`config.mk`:
```
export PLATFORM = sky130hd
export DESIGN_NAME = fir_out_requant_fifo
export DESIGN_NICKNAME = d
export VERILOG_FILES = /design/src/rtl/fir_out_requant_fifo.sv
export SDC_FILE = /design/constraint.sdc
export NUM_CORES = 1
export LEC_CHECK = 0
export ABC_CLOCK_PERIOD_IN_PS = 3500
export CAP_MARGIN = 20
export CORE_UTILIZATION = 52
export DETAILED_ROUTE_END_ITERATION = 8
export PLACE_DENSITY = 0.76
export SLEW_MARGIN = 20
export SYNTH_ARGS = -nofsm -noshare
export SYNTH_HDL_FRONTEND = slang
export SYNTH_SLANG_ARGS = --single-unit
```
`constraint.sdc`:
```
create_clock -name clk -period 3.5 [get_ports clk]
set_input_delay 0.875 -clock clk [delete_from_list [all_inputs] [get_ports clk]]
set_output_delay 0.875 -clock clk [all_outputs]
set_load 0.01 [all_outputs]
```
`src/rtl/fir_out_requant_fifo.sv`:
```
// fir_out_requant_fifo
//   Output stage for the FIR family. It requantizes a signed Q3.21 filter
//   result to Q1.15 using round-half-up and saturation, then buffers the
//   result in a small FIFO toward the DAC/capture side. It also keeps sticky
//   saturation and overflow status plus a peak-magnitude tracker.
//
// Ports
//   clk        : single clock, rising edge
//   reset      : asynchronous, active-low
//   clear      : synchronous clear of sat/ovf flags, counters and peak_abs;
//                FIFO contents are untouched
//   in_valid   : FIR output strobe (no backpressure is possible upstream)
//   in_data    : signed Q3.21 sample
//   out_valid  : FIFO head valid
//   out_ready  : consumer accepts head
//   out_data   : signed Q1.15 head sample
//   level      : FIFO occupancy, 0..DEPTH
//   sat_flag   : sticky, some sample saturated
//   sat_count  : saturated samples, holds at 16'hFFFF
//   ovf_flag   : sticky, some sample dropped on a full FIFO
//   drop_count : dropped samples, holds at 16'hFFFF
//   peak_abs   : largest |sample| written into the FIFO (|-32768| -> 32767)
//
// Handshake: a head transfer happens on a rising edge where
// out_valid && out_ready. While out_valid && !out_ready, out_valid and
// out_data stay stable. The input side has no ready signal. A sample that
// finds the FIFO full and no pop in the same cycle is dropped and counted.
module fir_out_requant_fifo #(
  parameter int IN_WIDTH  = 24,
  parameter int OUT_WIDTH = 16,
  parameter int SHIFT     = 6,
  parameter int DEPTH     = 8
) (
  input  logic                       clk,
  input  logic                       reset,
  input  logic                       clear,
  input  logic                       in_valid,
  input  logic [IN_WIDTH-1:0]        in_data,
  output logic                       out_valid,
  input  logic                       out_ready,
  output logic [OUT_WIDTH-1:0]       out_data,
  output logic [$clog2(DEPTH):0]     level,
  output logic                       sat_flag,
  output logic [15:0]                sat_count,
  output logic                       ovf_flag,
  output logic [15:0]                drop_count,
  output logic [OUT_WIDTH-1:0]       peak_abs
);

  localparam int AW = $clog2(DEPTH);
  localparam int QW = IN_WIDTH + 1 - SHIFT;
  localparam logic [IN_WIDTH:0]    HALF    = (IN_WIDTH + 1)'(1) << (SHIFT - 1);
  localparam logic [OUT_WIDTH-1:0] MAX_POS = {1'b0, {(OUT_WIDTH - 1){1'b1}}};
  localparam logic [OUT_WIDTH-1:0] MAX_NEG = {1'b1, {(OUT_WIDTH - 1){1'b0}}};

  // ---------------- stage 1: round, shift, saturate ----------------
  logic [IN_WIDTH:0]      rounded;
  logic [QW-1:0]          q;
  logic [QW-OUT_WIDTH:0]  q_top;
  logic                   q_fits;

  // One extra bit keeps the rounding add from wrapping on the most positive input.
  assign rounded = {in_data[IN_WIDTH-1], in_data} + HALF;
  // Taking the upper bits of a two's-complement value is an arithmetic shift.
  assign q       = rounded[IN_WIDTH:SHIFT];
  // The value fits the output when every bit from the output sign bit up is
  // a copy of the sign.
  assign q_top   = q[QW-1:OUT_WIDTH-1];
  assign q_fits  = (&q_top) | ~(|q_top);

  logic                 s1_valid;
  logic                 s1_sat;
  logic [OUT_WIDTH-1:0] s1_data;

  always_ff @(posedge clk or negedge reset) begin
    if (!reset) begin
      s1_valid <= 1'b0;
      s1_sat   <= 1'b0;
      s1_data  <= '0;
    end else begin
      s1_valid <= in_valid;
      s1_sat   <= in_valid & ~q_fits;
      s1_data  <= q_fits ? q[OUT_WIDTH-1:0] : (q[QW-1] ? MAX_NEG : MAX_POS);
    end
  end

  // ---------------- stage 2: FIFO ----------------
  logic [AW:0]          wr_ptr;
  logic [AW:0]          rd_ptr;
  logic [OUT_WIDTH-1:0] mem [DEPTH];
  logic                 full;
  logic                 pop;
  logic                 push;
  logic                 drop;

  // The pointers wrap modulo 2*DEPTH, so their difference is the occupancy.
  assign level     = wr_ptr - rd_ptr;
  assign full      = (wr_ptr[AW] != rd_ptr[AW]) && (wr_ptr[AW-1:0] == rd_ptr[AW-1:0]);
  assign out_valid = (level != '0);
  assign out_data  = mem[rd_ptr[AW-1:0]];
  assign pop       = out_valid & out_ready;
  // A full FIFO still accepts a write when the head leaves in the same cycle.
  assign push      = s1_valid & (~full | pop);
  assign drop      = s1_valid & ~push;

  always_ff @(posedge clk or negedge reset) begin
    if (!reset) begin
      wr_ptr <= '0;
      rd_ptr <= '0;
      for (int i = 0; i < DEPTH; i++) mem[i] <= '0;
    end else begin
      if (push) begin
        mem[wr_ptr[AW-1:0]] <= s1_data;
        wr_ptr              <= wr_ptr + 1'b1;
      end
      if (pop) rd_ptr <= rd_ptr + 1'b1;
    end
  end

  // ---------------- status ----------------
  logic [OUT_WIDTH-1:0] s1_abs;

  always_comb begin
    s1_abs = s1_data;
    if (s1_data[OUT_WIDTH-1]) begin
      s1_abs = (s1_data == MAX_NEG) ? MAX_POS : (~s1_data + OUT_WIDTH'(1));
    end
  end

  always_ff @(posedge clk or negedge reset) begin
    if (!reset) begin
      sat_flag   <= 1'b0;
      sat_count  <= '0;
      ovf_flag   <= 1'b0;
      drop_count <= '0;
      peak_abs   <= '0;
    end else if (clear) begin
      sat_flag   <= 1'b0;
      sat_count  <= '0;
      ovf_flag   <= 1'b0;
      drop_count <= '0;
      peak_abs   <= '0;
    end else begin
      // Saturation is counted whether or not the sample makes it into the FIFO.
      if (s1_valid && s1_sat) begin
        sat_flag <= 1'b1;
        if (sat_count != 16'hFFFF) sat_count <= sat_count + 16'd1;
      end
      if (drop) begin
        ovf_flag <= 1'b1;
        if (drop_count != 16'hFFFF) drop_count <= drop_count + 16'd1;
      end
      if (push && (s1_abs > peak_abs)) peak_abs <= s1_abs;
    end
  end

endmodule
```
# Yosys cells after proc, flatten, opt, wreduce, memory -nomap -nowiden
# Index checks and enable logic that the tools add are counted.
[op_classes] addsub=7 order_cmp=4 eq_ne=5 mux=22 bitwise_logic=13 reduce_logical=14
[ops] op="16-bit two-way mux" n=15
[ops] op="128-bit bitwise mux" n=1
[ops] op="16-bit by 1-bit adder with 16-bit output, second input constant" n=3
[ops] op="16-bit binary-select mux with 3-bit select" n=1
[ops] op="16-bit demux with 3-bit select" n=1
[ops] op="16-bit != test, second input constant" n=2
[ops] op="24-bit by 7-bit adder with 25-bit output, second input constant" n=1
[ops] op="16-bit == test, second input constant" n=1
[ops] op="16-bit greater-than comparator" n=1
[ops] op="16-bit inverter" n=1
[ops] op="2-bit nonzero test" n=5
[ops] op="4-bit by 1-bit adder with 4-bit output, second input constant" n=2
[ops] op="4-bit greater-or-equal comparator, second input constant" n=2
[ops] op="3-bit inverter with 4-bit output" n=2
[ops] op="1-bit bitwise AND" n=4
[ops] op="1-bit logical AND" n=4
[ops] op="4-bit by 1-bit < comparator with 1-bit output, second input constant" n=1
[ops] op="1-bit two-way mux" n=4
[ops] op="1-bit inverter" n=4
[ops] op="2-bit AND reduction" n=2
[ops] op="4-bit AND reduction" n=1
[ops] op="4-bit nonzero test" n=1
[ops] op="4-bit OR reduction" n=1
[ops] op="4-bit subtractor" n=1
[ops] op="other kinds (3)" n=4
[word_totals] regBits=204 inputBits=29 output_inout_bits=71 elab_cells=83

# Longest topological paths before layout
[logic_depth] depth_word=9 ltp_mapped=15 depth_no_buf=13

# Least setup slack after synthesis
# No wires, ideal clock.
[synth_path] kind="reg-to-reg" from="register s1_data[6]" to="register peak_abs[13]" t_arrival_ps=3262 path_slack_ps=172 path_stages_with_launch=13 n_path_buf=1 synth_period_minus_slack_ps=3328 path_cell_list="dfrtp_1 or4_1 nor4_1 nor4b_1 nor3_1 ha_1 nand4_1 nor2_1 a221o_1 a211oi_1 o31a_1 buf_2 a22o_1"
[synth_via] elab_chain_cells=7 elab_cells_between_ends=10
[synth_rtl] element="start: declaration" line_no="73" source="logic [OUT_WIDTH-1:0] s1_data;"
[synth_rtl] element="start signal: assignment" line_no="83" source="s1_data <= q_fits ? q[OUT_WIDTH-1:0] : (q[QW-1] ? MAX_NEG : MAX_POS);"
[synth_rtl] element="16-bit inverter" line_no="126" source="s1_abs = (s1_data == MAX_NEG) ? MAX_POS : (~s1_data + OUT_WIDTH'(1));"
[synth_rtl] element="16-bit by 1-bit adder with 16-bit output" line_no="126"
[synth_rtl] element="16-bit two-way mux" line_no="126"
[synth_rtl] element="16-bit two-way mux *" line_no="125" source="if (s1_data[OUT_WIDTH-1]) begin"
[synth_rtl] element="16-bit greater-than comparator" line_no="153" source="if (push && (s1_abs > peak_abs)) peak_abs <= s1_abs;"
[synth_rtl] element="1-bit logical AND" line_no="153"
[synth_rtl] element="2-bit nonzero test (no line)"
[synth_rtl] element="end signal: assignment" line_no="153"
[synth_rtl] element="end: declaration" line_no="47" source="output logic [OUT_WIDTH-1:0] peak_abs"
# Mark *: on every way between the ends. The rest lies on a longest branch, timed or not. The select of a mux whose other input is x is not followed.
# A chain may end at the register's enable or synchronous reset.

# Final worst setup path
[layout_path] from="register s1_data[5]" to="register peak_abs[7]"
# The elaborated chain is that of the path after synthesis.

==> results.sh <==
export IMPL_status="finished with violations"
export IMPL_violations="setup timing"
export IMPL_synth_ff_type="dfrtp_1"
export IMPL_post_route_drc_count=0
export IMPL_num_rows=51
export IMPL_die_w_um=144
export IMPL_setup_slack_ns=-0.0660
export IMPL_setup_viol_count_final=16
export IMPL_synth_edff_count=0
export IMPL_drive_above_1_share_pct=28.9
export IMPL_coreArea_um2=19500
export IMPL_layout_commonest_cell="dfrtp_1"
export IMPL_skew_ns=0.00827
export IMPL_clkSinkCount=204
export IMPL_multiInputGateArea_um2=5050
export IMPL_fin_nets=1069
export IMPL_synth_avg_cell_area_um2=11.8
export IMPL_ys_seq_elements=204
export IMPL_r2r_setup_slack_ns=-0.07
export IMPL_ant_nets=0
export IMPL_cts_tree="done"
export IMPL_max_freq_ghz=0.280
export IMPL_slew_headroom_pct=51.9
export IMPL_dr_pass1_iters=5
export IMPL_worst_slew_pin_transition_ns=0.722
export IMPL_avgViaCountPerCell=5.76
export IMPL_worstRegToRegCells=15
export IMPL_max_stage_delay_ns=0.40
export IMPL_syn_to_final_growth_pct=23.9
export IMPL_gp_congestion=0.832
export IMPL_place_ws_ns=-0.346
export IMPL_endpoint="peak_abs[7]"
export IMPL_dp_hpwl_um=15300
export IMPL_cts_buffers=22
export IMPL_timing_rr_start="s1_data[5]"
export IMPL_crit_path_top_delay_cell="dfrtp_1"
export IMPL_clkSlewWorstSetupHoldPaths_ns=0.06
export IMPL_ys_seq_area_share_pct=49.0
export IMPL_reg2reg_to="peak_abs[7]"
export IMPL_syn_inst=883
export IMPL_worstPathCellList="nor4_2 > buf_4 > nand4_1 > o21bai_4 > a21oi_2 > a31oi_1 > ha_1 > nand4_1 > nor2_1 > a221o_1 > a211oi_2 > buf_4 > o31a_1 > clkbuf_16 > a22o_1"
export IMPL_io_buffer_count=94
export IMPL_via_count=7452
export IMPL_rsz0062_at_grt="true"
export IMPL_grt_usage_pct=23.3
export IMPL_initial_utilization_pct=53.4
export IMPL_synth_cell_type_count=63
export IMPL_maxSlewViolCount=0
export IMPL_hold_path_class="primary input to async pin"
export IMPL_antenna_found_initial=0
export IMPL_cp_required_ns=3.93
export IMPL_peakVddDrop_mv=0.523
export IMPL_startpoint_type="flip-flop"
export IMPL_worst_ep_arrival_time_ns=4.00
export IMPL_fin_area_um2=12900
export IMPL_async_reset_ff_share_pct=100
export IMPL_die_h_um=144
export IMPL_crit_path_start="s1_data[5]"
export IMPL_worstSetupPathType="flip-flop to flip-flop"
export IMPL_holdBufCountCts=0
export IMPL_synth_nets=938
export IMPL_grt_pass1_wl_um=37500
export IMPL_yosysWarnings=0
export IMPL_grt_max_degree=92
export IMPL_power_leakage_nw=5.50
export IMPL_cts_htree_levels=1
export IMPL_cts_max_path_buffers=3
export IMPL_drt_total_wl_um=23600
export IMPL_wire_per_inst_um=18.3
export IMPL_hold_violations=0
export IMPL_fin_crit_sh_pct=102
export IMPL_grt_remaining_overflow=0
export IMPL_final_cell_mix="202 x dfrtp_1, 117 x mux2_2, 92 x clkdlybuf4s50_1, 87 x nand2_1, 60 x buf_4"
export IMPL_period_needed_ns=3.57
export IMPL_drt_initial_drc_count=476
export IMPL_clkLatencyLatePin_ns=0.50
export IMPL_synth_area_um2=10400
export IMPL_fillerInstances=1460
export IMPL_grt_pass1_vias=7289
export IMPL_crit_path_end_kind="flip-flop"
export IMPL_io_pins=100
export IMPL_num_antenna_cells=0
export IMPL_regArea_um2=5110
export IMPL_maxCapViolCount=0
export IMPL_cp_max_fo=8
export IMPL_cts_root_buf="clkbuf_16"
export IMPL_place_area_um2=11900
export IMPL_dieArea_um2=20600
export IMPL_total_power_w=0.0106
export IMPL_pwr_density_cell_nw_per_um2=822
## synthesized netlist by cell type (all sizes together) (3+ instances only)
cell    number  area share [%]
and2         3            0.18
ha          25             3.0
nand2b       4            0.24
nor3        11            0.53
xor2        22             1.8
xnor2       23             2.0
o21ai       20             1.0
mux2i        3            0.29
nand3       25             1.3
nand2       88             3.2
or3         10            0.60
and4         4            0.34
mux2       127              14
or4          9            0.65
dfrtp      204              49
nor4         7            0.48
inv         37             1.3
a21o         3            0.22
a21oi       44             2.1
clkbuf      34             1.2
nand4       17             1.0
a22o        15             1.3
nor2        42             1.5
mux4        32             6.9
and3        10            0.60
o31ai       11            0.92
buf         19             1.3
## area by class of cell
| type | count | share of cell area, % |
|---|---|---|
| Multi-Input combinational cell | 588 | 39.1 |
| Clock inverter | 6 | 0.678 |
| Inverter | 38 | 1.13 |
| Tap cell | 265 | 2.57 |
| Clock buffer | 33 | 5.29 |
| Sequential cell | 204 | 39.5 |
| Timing Repair Buffer | 160 | 11.7 |
## worst min-delay path by stage
stage | endpoint | slack [ns]
global placement | mem[92] | 0.47
CTS | sat_count[12] | 0.45
global route | sat_count[10] | 0.49
detailed placement | mem[80] | 0.47
floorplan | mem[80] | 0.44
finish | sat_count[12] | 0.41
## registers in the layout, indices dropped and copies added (netlist names)
name and flops:
drop_count 16, mem 128, ovf_flag 1, peak_abs 16, rd_ptr 4, s1_data 16, s1_sat 1, s1_valid 1
sat_count 16, sat_flag 1, wr_ptr 4
## critical path: cells and delay by family (launching register included)
family                     cells  cell delay, ns
buffers and inverters          3            0.52
AOI/OAI and AO/OA              7            1.42
adders and majority gates      1            0.34
DFF                            1            0.40
and+or+nand+nor                4            0.82
## cells by family after synthesis
family          share of synthesized area [%]
compound gates                           7.15
flops                                    49.0
mux                                      21.3
buf+inv                                  3.94
xor+xnor                                 3.85
fa+ha+maj                                3.19
simple gates                             11.6
## repair_timing
action                     in CTS  in global routing
pin swaps                       1                 14
cloned                          0                  1
setup endpoints to repair      17                 17
buffers inserted                2                  7
resized for setup              10                 20
## through the flow
step / utilization (%) / setup TNS (ns) / hold WS (ns) / std cells
2_1_floorplan: - / 0 / 0.445 / 883
3_3_place_gp: 60.8 / -3.37 / 0.470 / 1245
3_5_place_dp: 60.8 / -5.07 / 0.469 / 1245
4_1_cts: 65.1 / 0 / 0.455 / 1286
5_1_grt: 66.1 / -4.01 / 0.489 / 1294
6_report: 66.1 / -0.668 / 0.407 / 1294
## power breakdown
part / switching (W) / leakage (nW) / internal, W
clock: 0.000939 / 0.382 / 0.00150
sequential: 0.000468 / 2.50 / 0.00323
combinational: 0.00194 / 2.61 / 0.00254
total: 0.00335 / 5.50 / 0.00727
## metal layers
metal / wire [µm] / GRT usage, % / part of all wire, %
met1: 10500 / 32.2 / 45
met2: 11700 / 38.8 / 50
met3: 964 / 3.23 / 4.1
met4: 412 / 6.22 / 1.7
met5: 0 / 0 / 0
Power figures use the tool's default switching activity.
